<file path="config.mk">
export PLATFORM = sky130hd
export DESIGN_NAME = as_sc_hs_cell_bist
export DESIGN_NICKNAME = d
export VERILOG_FILES = /design/src/rtl/as_sc_hs_cell_bist.sv
export SDC_FILE = /design/constraint.sdc
export NUM_CORES = 1
export LEC_CHECK = 0
export BUFFER_PORTS_ARGS = -buffer_cell sky130_fd_sc_hd__buf_2
export CORE_MARGIN = 2
export CORE_UTILIZATION = 25
export CTS_CLUSTER_DIAMETER = 30
export DETAILED_ROUTE_END_ITERATION = 6
export MAX_ROUTING_LAYER = met4
export PLACE_DENSITY = 0.42
export SLEW_MARGIN = 20
export SYNTH_ARGS = -nofsm -noshare
export SYNTH_HDL_FRONTEND = slang
export SYNTH_SLANG_ARGS = --single-unit
</file>
<file path="constraint.sdc">
create_clock -name CLK -period 2.8 [get_ports CLK]
set_input_delay 0.84 -clock CLK [delete_from_list [all_inputs] [get_ports CLK]]
set_output_delay 0.84 -clock CLK [all_outputs]
set_load 0.1 [all_outputs]
</file>
<file path="src/rtl/as_sc_hs_cell_bist.sv">
// BIST driver/checker for sky130_as_sc_hs combinational cells: an LFSR drives the CUT,
// RESP is sampled SETTLE+1 cycles later and scored against a golden cell model.
module as_sc_hs_cell_bist #(
    parameter int          SETTLE = 2,
    parameter int          CNT_W  = 16,
    parameter logic [15:0] SEED   = 16'hACE1
) (
    input  logic             CLK,
    input  logic             RST_N,
    input  logic             START,
    input  logic [3:0]       CELL_SEL,
    input  logic [CNT_W-1:0] NUM_VEC,
    output logic [3:0]       STIM,
    input  logic             RESP,
    output logic             BUSY,
    output logic             DONE,
    output logic             PASS,
    output logic [CNT_W-1:0] ERR_CNT,
    output logic [CNT_W-1:0] FIRST_ERR_VEC
);
    localparam int               SW          = (SETTLE > 1) ? $clog2(SETTLE) : 1;
    localparam logic [SW-1:0]    SETTLE_LAST = SW'(SETTLE - 1);
    localparam logic [CNT_W-1:0] ALL_ONES    = {CNT_W{1'b1}};
    localparam logic [CNT_W-1:0] ZERO        = {CNT_W{1'b0}};
    localparam logic [CNT_W-1:0] ONE         = CNT_W'(1);

    typedef enum logic [1:0] {
        S_IDLE   = 2'd0,
        S_SETTLE = 2'd1,
        S_SAMPLE = 2'd2
    } state_e;

    function automatic logic golden(input logic [3:0] sel, input logic [3:0] s);
        logic a, b, c, d, y;
        a = s[0];
        b = s[1];
        c = s[2];
        d = s[3];
        case (sel)
            4'd0:    y = ~a;
            4'd1:    y = a;
            4'd2:    y = ~(a & b);
            4'd3:    y = ~(a & b & c);
            4'd4:    y = ~(a & b & c & d);
            4'd5:    y = ~(a | b);
            4'd6:    y = ~(a | b | c);
            4'd7:    y = a & b;
            4'd8:    y = a | b;
            4'd9:    y = ~(a ^ b);
            4'd10:   y = (a & b) | (b & c) | (a & c);
            4'd11:   y = ~((a & b) | c | d);
            4'd12:   y = ~((a | b) & c & d);
            4'd13:   y = c ? b : a;
            4'd14:   y = a | ~b;
            4'd15:   y = ~a & b;
            default: y = 1'b0;
        endcase
        return y;
    endfunction

    state_e           state_q, state_d;
    logic [15:0]      lfsr_q, lfsr_d;
    logic [SW-1:0]    settle_q, settle_d;
    logic [CNT_W-1:0] vec_idx_q, vec_idx_d;
    logic [CNT_W-1:0] num_vec_q, num_vec_d;
    logic [3:0]       cell_q, cell_d;
    logic             busy_q, busy_d;
    logic             done_q, done_d;
    logic             pass_q, pass_d;
    logic [CNT_W-1:0] err_q, err_d;
    logic [CNT_W-1:0] first_q, first_d;
    logic             mismatch_s;
    logic [CNT_W-1:0] err_inc_s;

    // Next-state and datapath update for the IDLE/SETTLE/SAMPLE sequencer
    always_comb begin
        state_d    = state_q;
        lfsr_d     = lfsr_q;
        settle_d   = settle_q;
        vec_idx_d  = vec_idx_q;
        num_vec_d  = num_vec_q;
        cell_d     = cell_q;
        busy_d     = busy_q;
        done_d     = done_q;
        pass_d     = pass_q;
        err_d      = err_q;
        first_d    = first_q;
        mismatch_s = (RESP != golden(cell_q, lfsr_q[3:0]));
        err_inc_s  = (err_q == ALL_ONES) ? err_q : (err_q + ONE);
        case (state_q)
            S_IDLE: begin
                if (START) begin
                    err_d   = ZERO;
                    first_d = ALL_ONES;
                    if (NUM_VEC != ZERO) begin
                        lfsr_d    = SEED;
                        settle_d  = {SW{1'b0}};
                        vec_idx_d = ZERO;
                        num_vec_d = NUM_VEC;
                        cell_d    = CELL_SEL;
                        busy_d    = 1'b1;
                        done_d    = 1'b0;
                        pass_d    = 1'b0;
                        state_d   = S_SETTLE;
                    end else begin
                        done_d = 1'b1;
                        pass_d = 1'b1;
                    end
                end else begin
                    state_d = S_IDLE;
                end
            end
            S_SETTLE: begin
                if (settle_q == SETTLE_LAST) begin
                    settle_d = {SW{1'b0}};
                    state_d  = S_SAMPLE;
                end else begin
                    settle_d = settle_q + SW'(1);
                end
            end
            S_SAMPLE: begin
                // A zero count before this sample means this is the first mismatch
                if (mismatch_s) begin
                    err_d = err_inc_s;
                    if (err_q == ZERO) begin
                        first_d = vec_idx_q;
                    end else begin
                        first_d = first_q;
                    end
                end else begin
                    err_d = err_q;
                end
                if (vec_idx_q == (num_vec_q - ONE)) begin
                    busy_d  = 1'b0;
                    done_d  = 1'b1;
                    pass_d  = (err_d == ZERO);
                    state_d = S_IDLE;
                end else begin
                    lfsr_d    = {lfsr_q[14:0], lfsr_q[15] ^ lfsr_q[13] ^ lfsr_q[12] ^ lfsr_q[10]};
                    vec_idx_d = vec_idx_q + ONE;
                    state_d   = S_SETTLE;
                end
            end
            default: begin
                state_d = S_IDLE;
            end
        endcase
    end

    // State and datapath registers
    always_ff @(posedge CLK or negedge RST_N) begin
        if (!RST_N) begin
            state_q   <= S_IDLE;
            lfsr_q    <= 16'h0000;
            settle_q  <= {SW{1'b0}};
            vec_idx_q <= ZERO;
            num_vec_q <= ZERO;
            cell_q    <= 4'h0;
            busy_q    <= 1'b0;
            done_q    <= 1'b0;
            pass_q    <= 1'b0;
            err_q     <= ZERO;
            first_q   <= ALL_ONES;
        end else begin
            state_q   <= state_d;
            lfsr_q    <= lfsr_d;
            settle_q  <= settle_d;
            vec_idx_q <= vec_idx_d;
            num_vec_q <= num_vec_d;
            cell_q    <= cell_d;
            busy_q    <= busy_d;
            done_q    <= done_d;
            pass_q    <= pass_d;
            err_q     <= err_d;
            first_q   <= first_d;
        end
    end

    assign STIM          = lfsr_q[3:0];
    assign BUSY          = busy_q;
    assign DONE          = done_q;
    assign PASS          = pass_q;
    assign ERR_CNT       = err_q;
    assign FIRST_ERR_VEC = first_q;
endmodule
</file>
==> results.txt <==
clk buf depth: 2
pwr dens: 597 nW/um^2
Final Instance Area: 7660 um^2
cells on worst reg2reg path: 10
PortBufs: 62
failing checks: setup timing
Post-Synth Adder-Cell Area: 2.03%
CP Launch Type: register
utilization after layout: 35.1%
DRT Wirelength: 18.3 mm
area grow syn2layout: 37.8%
Post-synth EDFFs: 0
Max Fanout on Critical Path: 5
synthesis warning total: 0
Top FF cell, synth: dfrtp_1
fmax: 0.343 GHz
Root Buffer: clkbuf_16
Mapped Nets: 693
clock sinks: 90
RSZ-0062 raised after global routing: yes
hold worst-path end: FIRST_ERR_VEC[5]$_DFFE_PN1P_
total congestion overflow: 0
Async SR Flop Fraction: 100%
maximum vdd drop: 527 uV
Seq/Total Area, Yosys: 40.9%
Reg clk slew, reported paths: 0.07 ns
CTS H-tree depth: 3
critical path's slowest cell: dfrtp_1
Commonest cells post-synth: nand2_1, dfrtp_1, nor2_1
Final ANT Viol Nets: 0
chip width: 153 um
Critical Path, Cell by Cell: ha_1 > or4_1 > a41oi_2 > buf_4 > nor4_4 > nor2_1 > mux2_2 > a2111oi_1 > o21ai_1 > o31ai_1
Critical Path RT: 3.06 ns
routed via count: 5409
RR Startpoint: lfsr_q[0]$_DFFE_PN0P_
DRT iter0 DRCs: 324
die area: 23500 um^2
Sum Neg Setup Slack: -1.83 ns
WP data arrival: 3.17 ns
DP Area: 6840 um^2
post-synthesis xor/xnor area fraction: 5.20%
Avg Inst Size Synth: 8.42 um^2
worst slew pin tran: 0.676 ns
Placer Congestion: 0.911
# DRC: 0
Row Count: 54
hold_sp: FIRST_ERR_VEC[5]$_DFFE_PN1P_
vias in the first global route: 5701
CP Capture Type: register
max-capacitance violation count: 0
share of the synthesized area in the top cell type: 33.3%
Distinct cells, synth: 67
Synth Area in Simple Gates: 27.2%
Crit Path Category: register to register
clock latency on the worst-skew pair: 0.35 ns
routed length per instance: 17.0 um
status: finished, violations left
part of the cycle the worst path needs: 104%
# setup viols final: 33
largest net degree at the start of global routing: 42
leading area contributor after synthesis: dfrtp_1
Synth Register Bits: 90
die height: 153 um
initial antenna violation count: 0
fraction of layout cells with a size suffix above 1: 38.8%
DR pass1 iterations: 4
Worst Hold Class: register to register
vias per cell: 5.03
Hold Vio Cnt, Final: 0
Cells after Synth: 660
R2R Setup Slk: -0.12 ns
combinational family with the most area after synthesis: simple AND/OR/NAND/NOR gates
Ports: 63
Tot Pwr: 4.58 mW
leak pwr: 3.35 nW
fin nets: 824
worst setup margin: -0.116 ns
reg2reg end: PASS$_DFFE_PN0P_
first-pass GRT wire length: 29.8 mm
worst stage delay on the critical path: 0.44 ns
synthesized cell area: 5560 um^2
count leader, synth: nand2_1
hold-critical path depth: 2
core area: 21800 um^2
CTS tree: done
gr usage total: 16.3%
mux cell area share after synthesis: 1.87%
Initial Util: 25.5%
worst clock skew: 0.00802 ns
hold_buf cts: 0
Synth area leaders: dfrtp_1, nand2_1, dfstp_2, nor2_1, o21ai_0
Slew Limit Fails: 0
minimum clock period: 2.92 ns
HPWL after DPL: 13.1 mm
post-synthesis compound-gate area fraction: 17.5%
slew margin rel.: 54.9%
ant diodes: 0
CTS buffer count: 9
final cells by class:
class	count	area [um^2]
Clock inverter	5	67.6
Clock buffer	11	264
Timing Repair Buffer	166	1200
Fill cell	2243	14200
Inverter	18	67.6
Sequential cell	90	2310
Multi-Input combinational cell	506	3400
Tap cell	280	350
per-layer routing:
metal | vias up | wire (um) | track usage, % | share of wire, %
li1 | 2602 | - | - | -
met1 | 2694 | 8200 | 19.7 | 45
met2 | 92 | 9340 | 27.8 | 51
met3 | 21 | 479 | 2.86 | 2.6
met4 | 0 | 266 | 4.50 | 1.5
met5 | - | 0 | - | 0
power breakdown:
group          total (mW)  switching [mW]  internal [mW]
Combinational        1.57            1.30          0.270
Sequential           1.65           0.116           1.53
Clock                1.36           0.577          0.785
critical path, delay by kind of cell, from the launching register on:
kind / cells / cell delay (ns)
AO/OA/AOI/OAI: 4 / 0.96
adder cells (fa/ha/maj): 1 / 0.23
buffers and inverters: 1 / 0.15
flip-flops: 1 / 0.44
multiplexers: 1 / 0.39
AND/OR/NAND/NOR: 3 / 0.66
state kept, by name, indices dropped and copies added, names as in the netlist:
signal / cells
BUSY: 1
DONE: 1
ERR_CNT: 16
FIRST_ERR_VEC: 16
PASS: 1
cell_q: 4
lfsr_q: 16
num_vec_q: 16
settle_q: 1
state_q: 2
vec_idx_q: 16
per-stage QoR:
step	instances	setup WS, ns	hold slack (ns)
after global routing	1076	-0.410	0.490
after floorplan	660	-0.0431	0.438
after CTS	1076	-0.171	0.481
after global placement	1047	-0.266	0.450
final	1076	-0.116	0.477
after detailed placement	1047	-0.321	0.461
cells by family after synthesis:
| group | count (synthesis) |
|---|---|
| AO/OA/AOI/OAI | 143 |
| XOR/XNOR | 33 |
| adder cells (fa/ha/maj) | 9 |
| buffers and inverters | 65 |
| flip-flops | 90 |
| multiplexers | 10 |
| AND/OR/NAND/NOR | 310 |
timing repair:
action	4_1_cts	5_1_grt
pin swaps	42	14
resized for setup	55	35
cloned	3	0
endpoints found under the setup margin	62	67
buffers inserted	10	3
how the worst max path moves through the flow:
stage,slack [ns],to,startpoint,depth (start not counted)
floorplan,-0.04,vec_idx_q[3]$_DFFE_PN0P_,num_vec_q[0]$_DFFE_PN0P_,13
global placement,-0.27,PASS$_DFFE_PN0P_,num_vec_q[1]$_DFFE_PN0P_,10
detailed placement,-0.32,PASS$_DFFE_PN0P_,num_vec_q[1]$_DFFE_PN0P_,12
CTS,-0.17,lfsr_q[5]$_DFFE_PN0P_,num_vec_q[0]$_DFFE_PN0P_,14
global route,-0.41,PASS$_DFFE_PN0P_,lfsr_q[0]$_DFFE_PN0P_,13
finish,-0.12,PASS$_DFFE_PN0P_,lfsr_q[0]$_DFFE_PN0P_,10
placed cells by master (no fill, tap or decap), types with 7 or more instances in the layout:
cell type and count:
dfstp_2 16, nand3_1 23, buf_4 90, nor4_1 10, dfrtp_4 7, clkbuf_16 10, a21oi_2 11, nand3_2 8
o21ai_0 39, a21oi_1 13, ha_1 7, and3_1 9, nor2_1 51, dfrtp_1 59, xnor2_1 20, a31oi_1 9
nor2_2 7, xor2_1 11, o21ai_1 8, nand4_1 13, dfrtp_2 8, mux2i_1 7, o21ai_2 7, nand2_1 110
nor3_1 23, buf_6 8, o31ai_1 8, buf_2 61, inv_1 14
No activity file was read; power rests on OpenSTA's default activity.
